===== config.mk =====
export PLATFORM = sky130hd
export DESIGN_NAME = hier_node_barrier
export DESIGN_NICKNAME = d
export VERILOG_FILES = /design/src/rtl/hier_node_pkg.sv /design/src/rtl/hier_done_collector.sv /design/src/rtl/hier_node_barrier.sv
export SDC_FILE = /design/constraint.sdc
export NUM_CORES = 1
export LEC_CHECK = 0
export CAP_MARGIN = 30
export CORE_ASPECT_RATIO = 2
export CORE_MARGIN = 1
export CORE_UTILIZATION = 47
export CTS_CLUSTER_SIZE = 20
export DETAILED_ROUTE_END_ITERATION = 16
export PLACE_DENSITY = 0.74
export SYNTH_ARGS = -nofsm -noshare
export SYNTH_HDL_FRONTEND = slang
export SYNTH_SLANG_ARGS = --single-unit

===== constraint.sdc =====
create_clock -name clk -period 2.2 [get_ports clk]
set_input_delay 0.55 -clock clk [delete_from_list [all_inputs] [get_ports clk]]
set_output_delay 0.55 -clock clk [all_outputs]
set_load 0.05 [all_outputs]

===== src/rtl/hier_node_pkg.sv =====
// rtl/hier_node_pkg.sv - shared types and helpers for the hierarchy barrier node
package hier_node_pkg;

    typedef enum logic [1:0] {
        IDLE,
        DISPATCH,
        WAIT,
        REPORT
    } state_e;

    localparam int MODE_PAR = 0;
    localparam int MODE_SEQ = 1;

    // Index width for a child count, never narrower than one bit.
    function automatic int clog2_safe(input int n);
        int w;
        w = 1;
        for (int i = 0; i < 31; i++) begin
            if ((1 << w) < n) begin
                w = w + 1;
            end
        end
        return w;
    endfunction

endpackage


===== src/rtl/hier_done_collector.sv =====
// rtl/hier_done_collector.sv - completion mask, child index, idle counter and spurious tracking
module hier_done_collector
    import hier_node_pkg::*;
#(
    parameter  int NUM_CHILDREN = 10,
    parameter  int TIMEOUT_W    = 16,
    localparam int IDX_W        = clog2_safe(NUM_CHILDREN)
) (
    input  logic                    clk,
    input  logic                    rst,
    input  logic                    clear,
    input  logic                    window,
    input  logic                    mode,
    input  logic [TIMEOUT_W-1:0]    limit,
    input  logic [NUM_CHILDREN-1:0] child_done,
    output logic [NUM_CHILDREN-1:0] mask,
    output logic                    spurious,
    output logic [IDX_W-1:0]        next_idx,
    output logic                    all_done,
    output logic                    seq_step,
    output logic                    timeout_hit
);

    localparam logic [IDX_W-1:0] LAST_IDX = IDX_W'(NUM_CHILDREN - 1);

    logic [IDX_W-1:0]        idx;
    logic [TIMEOUT_W-1:0]    idle_cnt;
    logic [TIMEOUT_W-1:0]    idle_inc;
    logic [NUM_CHILDREN-1:0] sel;
    logic [NUM_CHILDREN-1:0] accept;
    logic [NUM_CHILDREN-1:0] mask_upd;
    logic                    any_accept;
    logic                    seq;

    always_comb begin
        seq        = (mode == 1'(MODE_SEQ));
        sel        = NUM_CHILDREN'(1) << idx;
        accept     = '0;
        if (window) begin
            accept = seq ? (child_done & sel) : (child_done & ~mask);
        end
        any_accept = |accept;
        mask_upd   = mask | accept;
        // Saturating increment so the counter can never wrap past the limit.
        idle_inc   = (&idle_cnt) ? idle_cnt : idle_cnt + TIMEOUT_W'(1);
        all_done   = seq ? (any_accept && idx == LAST_IDX) : (window && (&mask_upd));
        seq_step   = seq && any_accept && idx != LAST_IDX;
        timeout_hit = window && !any_accept && limit != '0 && idle_inc == limit;
        next_idx   = idx;
        if (clear) begin
            next_idx = '0;
        end else if (seq_step) begin
            next_idx = idx + IDX_W'(1);
        end
    end

    always_ff @(posedge clk) begin
        if (rst) begin
            mask     <= '0;
            spurious <= 1'b0;
            idx      <= '0;
            idle_cnt <= '0;
        end else begin
            mask     <= clear ? '0 : mask_upd;
            spurious <= (spurious && !clear) || (|(child_done & ~accept));
            idx      <= next_idx;
            if (clear || any_accept) begin
                idle_cnt <= '0;
            end else if (window && limit != '0) begin
                idle_cnt <= idle_inc;
            end
        end
    end

endmodule


===== src/rtl/hier_node_barrier.sv =====
// rtl/hier_node_barrier.sv - tree barrier node: dispatch starts to children, collect dones, report upward
module hier_node_barrier
    import hier_node_pkg::*;
#(
    parameter int NUM_CHILDREN = 10,
    parameter int SEQ_MODE     = 0,
    parameter int TIMEOUT_W    = 16
) (
    input  logic                    clk,
    input  logic                    rst,
    input  logic                    start_i,
    input  logic [TIMEOUT_W-1:0]    timeout_cycles_i,
    output logic [NUM_CHILDREN-1:0] child_start_o,
    input  logic [NUM_CHILDREN-1:0] child_done_i,
    output logic                    busy_o,
    output logic                    done_o,
    output logic                    timeout_o,
    output logic [NUM_CHILDREN-1:0] done_mask_o,
    output logic                    spurious_o
);

    localparam int   IDX_W = clog2_safe(NUM_CHILDREN);
    localparam logic SEQ   = (SEQ_MODE != MODE_PAR);

    state_e                  state;
    state_e                  state_next;
    logic                    start_ok;
    logic                    window;
    logic                    all_done;
    logic                    seq_step;
    logic                    timeout_hit;
    logic                    timeout_next;
    logic [IDX_W-1:0]        next_idx;
    logic [NUM_CHILDREN-1:0] child_start_next;

    assign start_ok = (state == IDLE) && start_i;
    assign window   = (state == WAIT);

    hier_done_collector #(
        .NUM_CHILDREN (NUM_CHILDREN),
        .TIMEOUT_W    (TIMEOUT_W)
    ) u_collector (
        .clk         (clk),
        .rst         (rst),
        .clear       (start_ok),
        .window      (window),
        .mode        (SEQ),
        .limit       (timeout_cycles_i),
        .child_done  (child_done_i),
        .mask        (done_mask_o),
        .spurious    (spurious_o),
        .next_idx    (next_idx),
        .all_done    (all_done),
        .seq_step    (seq_step),
        .timeout_hit (timeout_hit)
    );

    // Outputs are registered from the next state so each pulse lines up with its state.
    always_comb begin
        state_next   = state;
        timeout_next = 1'b0;
        case (state)
            IDLE: begin
                if (start_i) begin
                    state_next = DISPATCH;
                end
            end
            DISPATCH: state_next = WAIT;
            WAIT: begin
                if (all_done) begin
                    state_next = REPORT;
                end else if (seq_step) begin
                    state_next = DISPATCH;
                end else if (timeout_hit) begin
                    state_next   = REPORT;
                    timeout_next = 1'b1;
                end
            end
            REPORT:  state_next = IDLE;
            default: state_next = IDLE;
        endcase
        child_start_next = '0;
        if (state_next == DISPATCH) begin
            child_start_next = SEQ ? (NUM_CHILDREN'(1) << next_idx) : '1;
        end
    end

    always_ff @(posedge clk) begin
        if (rst) begin
            state         <= IDLE;
            child_start_o <= '0;
            busy_o        <= 1'b0;
            done_o        <= 1'b0;
            timeout_o     <= 1'b0;
        end else begin
            state         <= state_next;
            child_start_o <= child_start_next;
            busy_o        <= (state_next != IDLE);
            done_o        <= (state_next == REPORT);
            timeout_o     <= timeout_next;
        end
    end

endmodule


* Word level (Yosys, flattened, before mapping)
Index checks and enable logic that the tools add are counted.
** Word-level totals
- Register bits :: 42
- Input port bits :: 29
- Logic and storage cells :: 50
- Output and inout port bits :: 24
** Cells by class
- Reduce and logical (&&, ||, !) cells :: 21
- Multiplexer cells :: 8
- Bitwise operators :: 6
- Add/sub/neg operators :: 1
- Equality and inequality tests :: 6
** Operators by type and width (count)
- $and A10 B10 Y10 :: 2
- $mux W10 :: 2
- $not A10 Y10 :: 2
- $reduce_or A10 Y1 :: 2
- $add A16 B1 Y16 const B :: 1
- $eq A16 B16 Y1 :: 1
- $mux W16 :: 1
- $reduce_and A16 Y1 :: 1
- $reduce_bool A16 Y1 :: 1
- $or A10 B10 Y10 :: 1
- $reduce_and A10 Y1 :: 1
- $pmux W2 S4 :: 1
- $logic_and A1 B1 Y1 :: 7
- $eq A2 B2 Y1 const B :: 3
- $mux W2 :: 3
- $eq A2 B1 Y1 const B :: 2
- $reduce_or A2 Y1 :: 2
- $reduce_or A3 Y1 :: 1
- $logic_not A1 Y1 :: 2
- $logic_not A2 Y1 :: 1
- $logic_or A1 B1 Y1 :: 2
- $reduce_bool A2 Y1 :: 1
- $mux W1 :: 1
- $not A1 Y1 :: 1

* Logic depth before layout (Yosys ltp)
Gate-level depths: netlist of the first run.
- Depth after elaboration :: 13
- Gate-level depth with buffers :: 11
- Mapped depth without buffers :: 9

* Modules after synthesis
From an unflattened synthesis of the first run, not the netlist that was laid out.
** Unflattened totals
- Cells, all modules :: 340
- Area total of the unflattened synthesis :: 2726.4 um2
** Modules (own cells, without submodules)
- hier_done_collector :: cells each 303, sequential area each 620.6 um2, times used 1, area an instance 2396.0 um2
- hier_node_barrier :: cells each 37, sequential area each 120.1 um2, times used 1, area an instance 330.3 um2

* Least setup slack after synthesis of the first run
OpenSTA, ideal clock, no wires.
- Path type :: register to register
- Start :: register u_collector.idle_cnt[0]
- End :: register busy_o
- Library setup time :: 0.070 ns
- Path slack :: -0.124 ns
- Arrival :: 2.255 ns
- Clock period less this slack :: 2.324 ns
- Stages on the path, launching flop included :: 10
- Data required time :: 2.130 ns
- Path buffers :: 1
- Cells stage by stage :: dfxtp_1 -> ha_1 -> buf_6 -> nand4_4 -> nor4_4 -> o21a_1 -> o22ai_1 -> a2111oi_2 -> nand4_1 -> o21ai_1
** On the way
- Word-level cells in the longest chain between the ends :: 8
- Elaborated cells on any way between the ends :: 9
- Classes of those cells :: add/sub (1); eq/ne (1); mux (4); reduce/logical (3)
** Ends and longest elaborated chain
- start, declared :: RTL line hier_done_collector.sv:27 : logic [TIMEOUT_W-1:0] idle_cnt;
- start signal, assigned :: RTL line hier_done_collector.sv:70 : idle_cnt <= idle_inc;
- $add A16 B1 Y16 or $reduce_and A16 Y1 (tied branches) :: RTL line hier_done_collector.sv:45 : idle_inc = (&idle_cnt) ? idle_cnt : idle_cnt + TIMEOUT_W'(1);
- $mux W16 (*) :: RTL line hier_done_collector.sv:45
- $eq A16 B16 Y1 (*) :: RTL line hier_done_collector.sv:48 : timeout_hit = window && !any_accept && limit != '0 && idle_inc == limit;
- $logic_and A1 B1 Y1 (*) :: RTL line hier_done_collector.sv:48
- $mux W2 (*) :: RTL line hier_node_barrier.sv:74 : end else if (timeout_hit) begin
- $mux W2 (*) :: RTL line hier_node_barrier.sv:70 : if (all_done) begin
- $pmux W2 S4 (*) :: RTL line hier_node_barrier.sv:62 : case (state)
- $reduce_bool A2 Y1 (*) :: RTL line hier_node_barrier.sv:98 : busy_o <= (state_next != IDLE);
- end signal, assigned :: RTL line hier_node_barrier.sv:98
- end, declared :: RTL line hier_node_barrier.sv:15 : output logic busy_o,
Every way passes the cells marked *; elsewhere a longest branch is shown, timed or not.
A chain may end at the register's enable or synchronous reset.

* Worst setup path in the final report of the first run
- Start :: register u_collector.idle_cnt[1]
- End :: register done_o
** On the way
- Word-level cells in the longest chain between the ends :: 8
- Elaborated cells on any way between the ends :: 9
- Classes of those cells :: add/sub (1); eq/ne (2); mux (4); reduce/logical (2)
** Ends and longest elaborated chain
- $add A16 B1 Y16 or $reduce_and A16 Y1 (tied branches) :: RTL line hier_done_collector.sv:45
- $mux W16 (*) :: RTL line hier_done_collector.sv:45
- $eq A16 B16 Y1 (*) :: RTL line hier_done_collector.sv:48
- $logic_and A1 B1 Y1 (*) :: RTL line hier_done_collector.sv:48
- $mux W2 (*) :: RTL line hier_node_barrier.sv:74
- $mux W2 (*) :: RTL line hier_node_barrier.sv:70
- $pmux W2 S4 (*) :: RTL line hier_node_barrier.sv:62
- $eq A2 B2 Y1 (*) :: RTL line hier_node_barrier.sv:99 : done_o <= (state_next == REPORT);
- end signal, assigned :: RTL line hier_node_barrier.sv:99
- end, declared :: RTL line hier_node_barrier.sv:16 : output logic done_o,
Marks and branches as above.

==> metrics, run 1 <==
outcome finished, violations left; failing checks setup timing; Cell variety after synth 65; RD Place Congestion 0.9475; Post-Place Setup Slack -394.1 ps; crit-path cells buf_6 > nand3_4 > or4_4 > mux2i_4 > a2111oi_4 > a211o_2 > buf_6 > nand4b_1 > o21ai_1; Area Growth Syn to Fin 65.59%; Final Hold Viols 0; initial DRC count 234; max cap viols 0; Hold Path Origin u_collector.spurious; Reg clk slew, reported paths 90 ps; CP Data Required Time 2390 ps; CTS Root Cell clkbuf_8; floorplan core area 0.005468 mm2; Max FO, Critical Path 4; top layer in use met4; DRC 0; vias 3423; H-tree Lvls 2; Pwr Total 2.737 mW; Sink Count 33; Post-Route WL 10840 um; routed wire length per instance 19.74 um; DR WL met3 524 um; vias per cell 6.235; Seq/Total Area, Yosys 24.42%; Clock Skew 15.34 ps; die area 0.006081 mm2; RSZ-0062 raised after global routing yes; share of layout cells above drive strength 1 42.94%; ANT cells 0; Setup TNS Final -5.494 ps; initial antenna violation count 0; worst slew pin tran 514.1 ps; filler cell count 346; most numerous cell on the critical path buf_6; Num CTS Buffers 5; CP peak stage delay 530 ps; Routed Antenna Nets 0; Setup crit start kind flop; metal2 WL 5879 um; fmax 453.4 MHz; Arr. time, crit path 2390 ps; Clock Latency Late Sink 310 ps; Main synth FF type dfxtp_1; ys async rst share 0%; Slowest-stage cell, CP or4_4; Initial Utilization 49.47%; area of the mapped netlist 0.002705 mm2; critical path's top delay family simple AND/OR/NAND/NOR gates; hold crit path type reg -> reg; Worst slew margin 65.62%; die height 109.3 um; clk buf depth 2; Max Slew Vio Count 0; vias in the first global route 3384; Post-synth EDFFs 0; PortBufs 52; R2R Path Start u_collector.idle_cnt[1]; # rows 38; first-pass GRT wire length 16240 um; I/O Pins 53; Nets 521; min Tclk post-route 2205 ps; PwrDens 611.1 mW/mm2; #FFs+latches synth 33; CTS tree yes; metal1 wirelength 3655 um; Crit. End Element flop; Die X 55.65 um; HPWL after DPL 7764 um; Yosys Warn Count 0; TritonRoute pass-1 iters 4; WP buf/inv 2; WS Path Type reg -> reg; Max VDD drop 1.132 mV; fin crit share 100.2%; cts hold-fix bufs 0; largest net degree at the start of global routing 16; syn avg cell area 7.841 um2; GRT Util Overall 34.96%; Syn Inst Count 345; Setup-failing EPs final 1; total gr overflow 0; Syn Nets 378; P_leak 1.897 nW; PnR worst setup slack -5.494 ps; Critical path origin u_collector.idle_cnt[1]
## worst paths after layout
path,to,slack (ps),cells after the start
min,u_collector.spurious,560,2
min reg2reg,u_collector.spurious,560,2
max reg2reg,done_o,-5,9
max,done_o,-5,9
## cells in the final DEF, fill, tap and decap left out, drive strengths merged, types with 14 or more instances in the layout
| cell type | n |
|---|---|
| a21oi | 19 |
| buf | 122 |
| clkdlybuf4s50 | 23 |
| dfxtp | 33 |
| dlymetal6s2s | 17 |
| nand2 | 27 |
| nand3 | 14 |
| nor2 | 40 |
| nor4 | 15 |
| o21ai | 15 |
| xnor2 | 15 |
## cell families after synthesis
family,synth area share [%]
buf+inv,8.418
simple gates,34.13
fa+ha+maj,1.850
flops,24.42
mux,2.266
compound gates,20.17
xor+xnor,8.742
## synth_stat cells (all sizes together), types with 3 or more instances
library cell,count,area (um2)
a2111oi,5,56.31
a21oi,19,98.85
a22oi,5,37.54
a311oi,3,26.28
and3,5,31.28
and4,3,26.28
buf,22,160.2
clkbuf,6,22.52
dfxtp,33,660.6
ha,4,50.05
inv,12,45.04
mux2i,5,50.05
nand2,27,103.9
nand2b,7,43.79
nand3,14,100.1
nand4,13,108.9
nand4b,3,26.28
nor2,40,166.4
nor2b,4,25.02
nor3,13,65.06
nor4,15,136.4
o21a,4,30.03
o21ai,15,75.07
o22ai,9,56.30
or4,3,26.27
xnor2,15,131.4
xor2,12,105.1
## area by class of cell
type	instances	area, um2	share of cell area [%]
inverter	12	45.04	1.006
multi-input combinational	272	2142	47.82
clock buffer	5	68.82	1.536
clock inverter	3	22.52	0.5028
timing repair buffer	164	1410	31.48
sequential	33	715.7	15.98
tap	60	75.07	1.676
## routing by layer
metal | GRT usage, % | vias to the layer above
met5 | 0 | -
met4 | 27.86 | 0
met3 | 4.353 | 65
met2 | 67.56 | 161
met1 | 32.07 | 1648
li1 | - | 1549
## sequential cells by signal (all words and copies together) (netlist names)
| signal | count |
|---|---|
| u_collector.spurious | 1 |
| state | 2 |
| done_o | 1 |
| busy_o | 1 |
| u_collector.idle_cnt | 16 |
| timeout_o | 1 |
| child_start_o | 1 |
| u_collector.mask | 10 |
## worst min-delay path, stage by stage, from the launching register on
cell,delay (ps)
dfxtp_1,350
a2111oi_0,100
nor2_1,80
## repair_timing
item	in CTS	in global routing
buffers inserted	5	11
pin swaps	13	27
gates resized for setup	38	79
endpoints found under the setup margin	8	10
## report_power, final
part / internal [mW] / switching, mW
clock: 0.222 / 0.266
sequential: 0.655 / 0.0812
combinational: 0.548 / 0.965
## per-stage QoR
step                      hold slack [ps]  util [%]  std cells  cell area (um2)
after floorplan                     481.6         -        345             2709
after global placement              511.7     69.82        525             3817
after detailed placement            544.3     69.82        525             3817
after CTS                           558.2     74.37        538             4066
after global routing                590.7     81.92        549             4479
final                               560.7     81.92        549             4479
Note: power is estimated with default switching activity, not from simulation.
==> run 2: changes to the inputs <==
--- a/config.mk
+++ b/config.mk
@@ -10,6 +10,6 @@
 export CORE_MARGIN = 1
-export CORE_UTILIZATION = 47
+export CORE_UTILIZATION = 50
 export CTS_CLUSTER_SIZE = 20
 export DETAILED_ROUTE_END_ITERATION = 16
-export PLACE_DENSITY = 0.74
+export PLACE_DENSITY = 0.75
 export SYNTH_ARGS = -nofsm -noshare
==> constraint.sdc (replaced) <==
create_clock -name clk -period 2.8 [get_ports clk]
set_input_delay 0.84 -clock clk [delete_from_list [all_inputs] [get_ports clk]]
set_output_delay 0.84 -clock clk [all_outputs]
set_load 0.05 [all_outputs]
==> metrics, run 2 (synthesis gave the netlist of run 1 again) <==
post_cts resized 0; CTS tree yes; ANT cells 0; Top reg by flops u_collector.idle_cnt; most common cell after layout, fill and taps aside clkdlybuf4s50_1; worst slew pin tran 772.4 ps; total gr overflow 0; Hold Path Stages 2; Clock Skew 7.921 ps; final non-filler cell total 478; fin crit share 95.57%; hold slack final 526.8 ps; max reg flops 16; share of layout cells above drive strength 1 18.10%; cell area after layout 0.003561 mm2; placed cells 471; Post-Place Setup Slack -169.6 ps; Slowest-stage cell, CP clkdlybuf4s50_1; TritonRoute pass-1 iters 5; initial DRC count 118; WP buf/inv 2; CP Data Required Time 3010 ps; sw power 0.9490 mW; largest net degree at the start of global routing 16; Nets 453; hold crit path type reg -> reg; max cap viols 0; vias per cell 6.425; DRC 0; critical path depth 9; P_leak 1.291 nW; Num CTS Buffers 5; RSZ-0062 raised after global routing yes; Max FO, Critical Path 3; Regs by FF count u_collector.idle_cnt x16, u_collector.mask x10, state x2; vias in the first global route 3091; PwrDens 580.9 mW/mm2; die height 106.0 um; Max VDD drop 0.6682 mV; Setup TNS Final 0 ps; RD Place Congestion 1.077; Comb power frac 53.7%; HPWL after DPL 6842 um; Initial Utilization 52.17%; Sink Count 33; GRT Util Overall 34.30%; Max Slew Vio Count 0; Worst slew margin 47.96%; most frequent cells in the layout clkdlybuf4s50_1 (52), buf_4 (44), nor2_1 (39); initial antenna violation count 0; Setup-failing EPs final 0; routed wire length per instance 18.56 um; Reg clk slew, reported paths 60 ps; Setup crit start kind input port; H-tree Lvls 2; critical path's top delay family buffers and inverters; Post-Route WL 8873 um; first-pass GRT wire length 14170 um; die area 0.005726 mm2; fmax 373.7 MHz; vias 3071; PortBufs 52; I/O Pins 53; WS Path Type in -> reg; PnR worst setup slack 124.2 ps; # rows 37; Die X 54.01 um; Setup Buffers After CTS 0; Arr. time, crit path 2890 ps; floorplan core area 0.005185 mm2; Routed Antenna Nets 0; Reg power frac 27.9%; Area Growth Syn to Fin 31.64%; clk buf depth 2; CTS Root Cell clkbuf_8; crit-path cells clkdlybuf4s50_1 > buf_4 > xor2_1 > nor2b_1 > mux2i_2 > a2111oi_2 > a211o_2 > nand3_1 > nor4_2; outcome complete, no violations; Switching Share 45.88%; Crit. End Element flop; Clock Latency Late Sink 300 ps; Final Hold Viols 0; R2R cell count 7; Pint 1.120 mW; cts hold-fix bufs 0; CP peak stage delay 510 ps; dpl cell area 0.003446 mm2; min Tclk post-route 2676 ps; clock group share of total power 18.4%
run 2: changes by cell type in the layout (fill, tap and decap cells not counted), moves of 4 or more:
cell,delta
xnor2_2,-4
buf_6,-9
clkdlybuf4s50_1,+29
buf_4,-69
dfxtp_1,+16
dlymetal6s2s_1,-17
nor4_1,+6
dfxtp_4,-14
nor4_2,-4
xnor2_1,+4
run 2: final cells by class:
cell class                      count  area [um2]
Clock buffer                        7       86.33
Sequential cell                    33       660.6
Tap cell                           58       72.57
Fill cell                         450        1624
Timing Repair Buffer               96       850.8
Multi-Input combinational cell    272        1846
Inverter                           12       45.04
run 2: power by group through the flow:
| stage | Combinational (mW) | Sequential, mW | Clock, mW |
|---|---|---|---|
| 3_5_place_dp | 1.09 | 0.586 | 0 |
| 3_3_place_gp | 1.07 | 0.586 | 0 |
| 5_1_grt | 1.17 | 0.587 | 0.403 |
| 6_report | 1.11 | 0.578 | 0.381 |
| 2_1_floorplan | 0.642 | 0.701 | 0 |
| 4_1_cts | 1.09 | 0.578 | 0.383 |
run 2: through the flow:
stage	total power, mW	util [%]
after global placement	1.660	66.46
after floorplan	1.343	-
after CTS	2.053	68.12
after detailed placement	1.673	66.46
after global routing	2.164	68.68
final	2.069	68.68
run 2: layer usage:
layer	wire length, um	GRT usage (%)
met1	2955	32.51
met2	4711	58.38
met3	553	7.296
met4	652	28.21
met5	0	0
run 2: worst paths after layout:
path | to | from | slack (ps)
min reg2reg | u_collector.spurious | u_collector.spurious | 530
min | u_collector.spurious | u_collector.spurious | 530
max reg2reg | timeout_o | u_collector.idle_cnt[4] | 150
max | timeout_o | timeout_cycles_i[1] | 120
run 2: tightest hold or removal path, cell delays in order (launching register included):
cell	delay [ps]
dfxtp_1	330
a2111oi_0	90
nor2_1	70
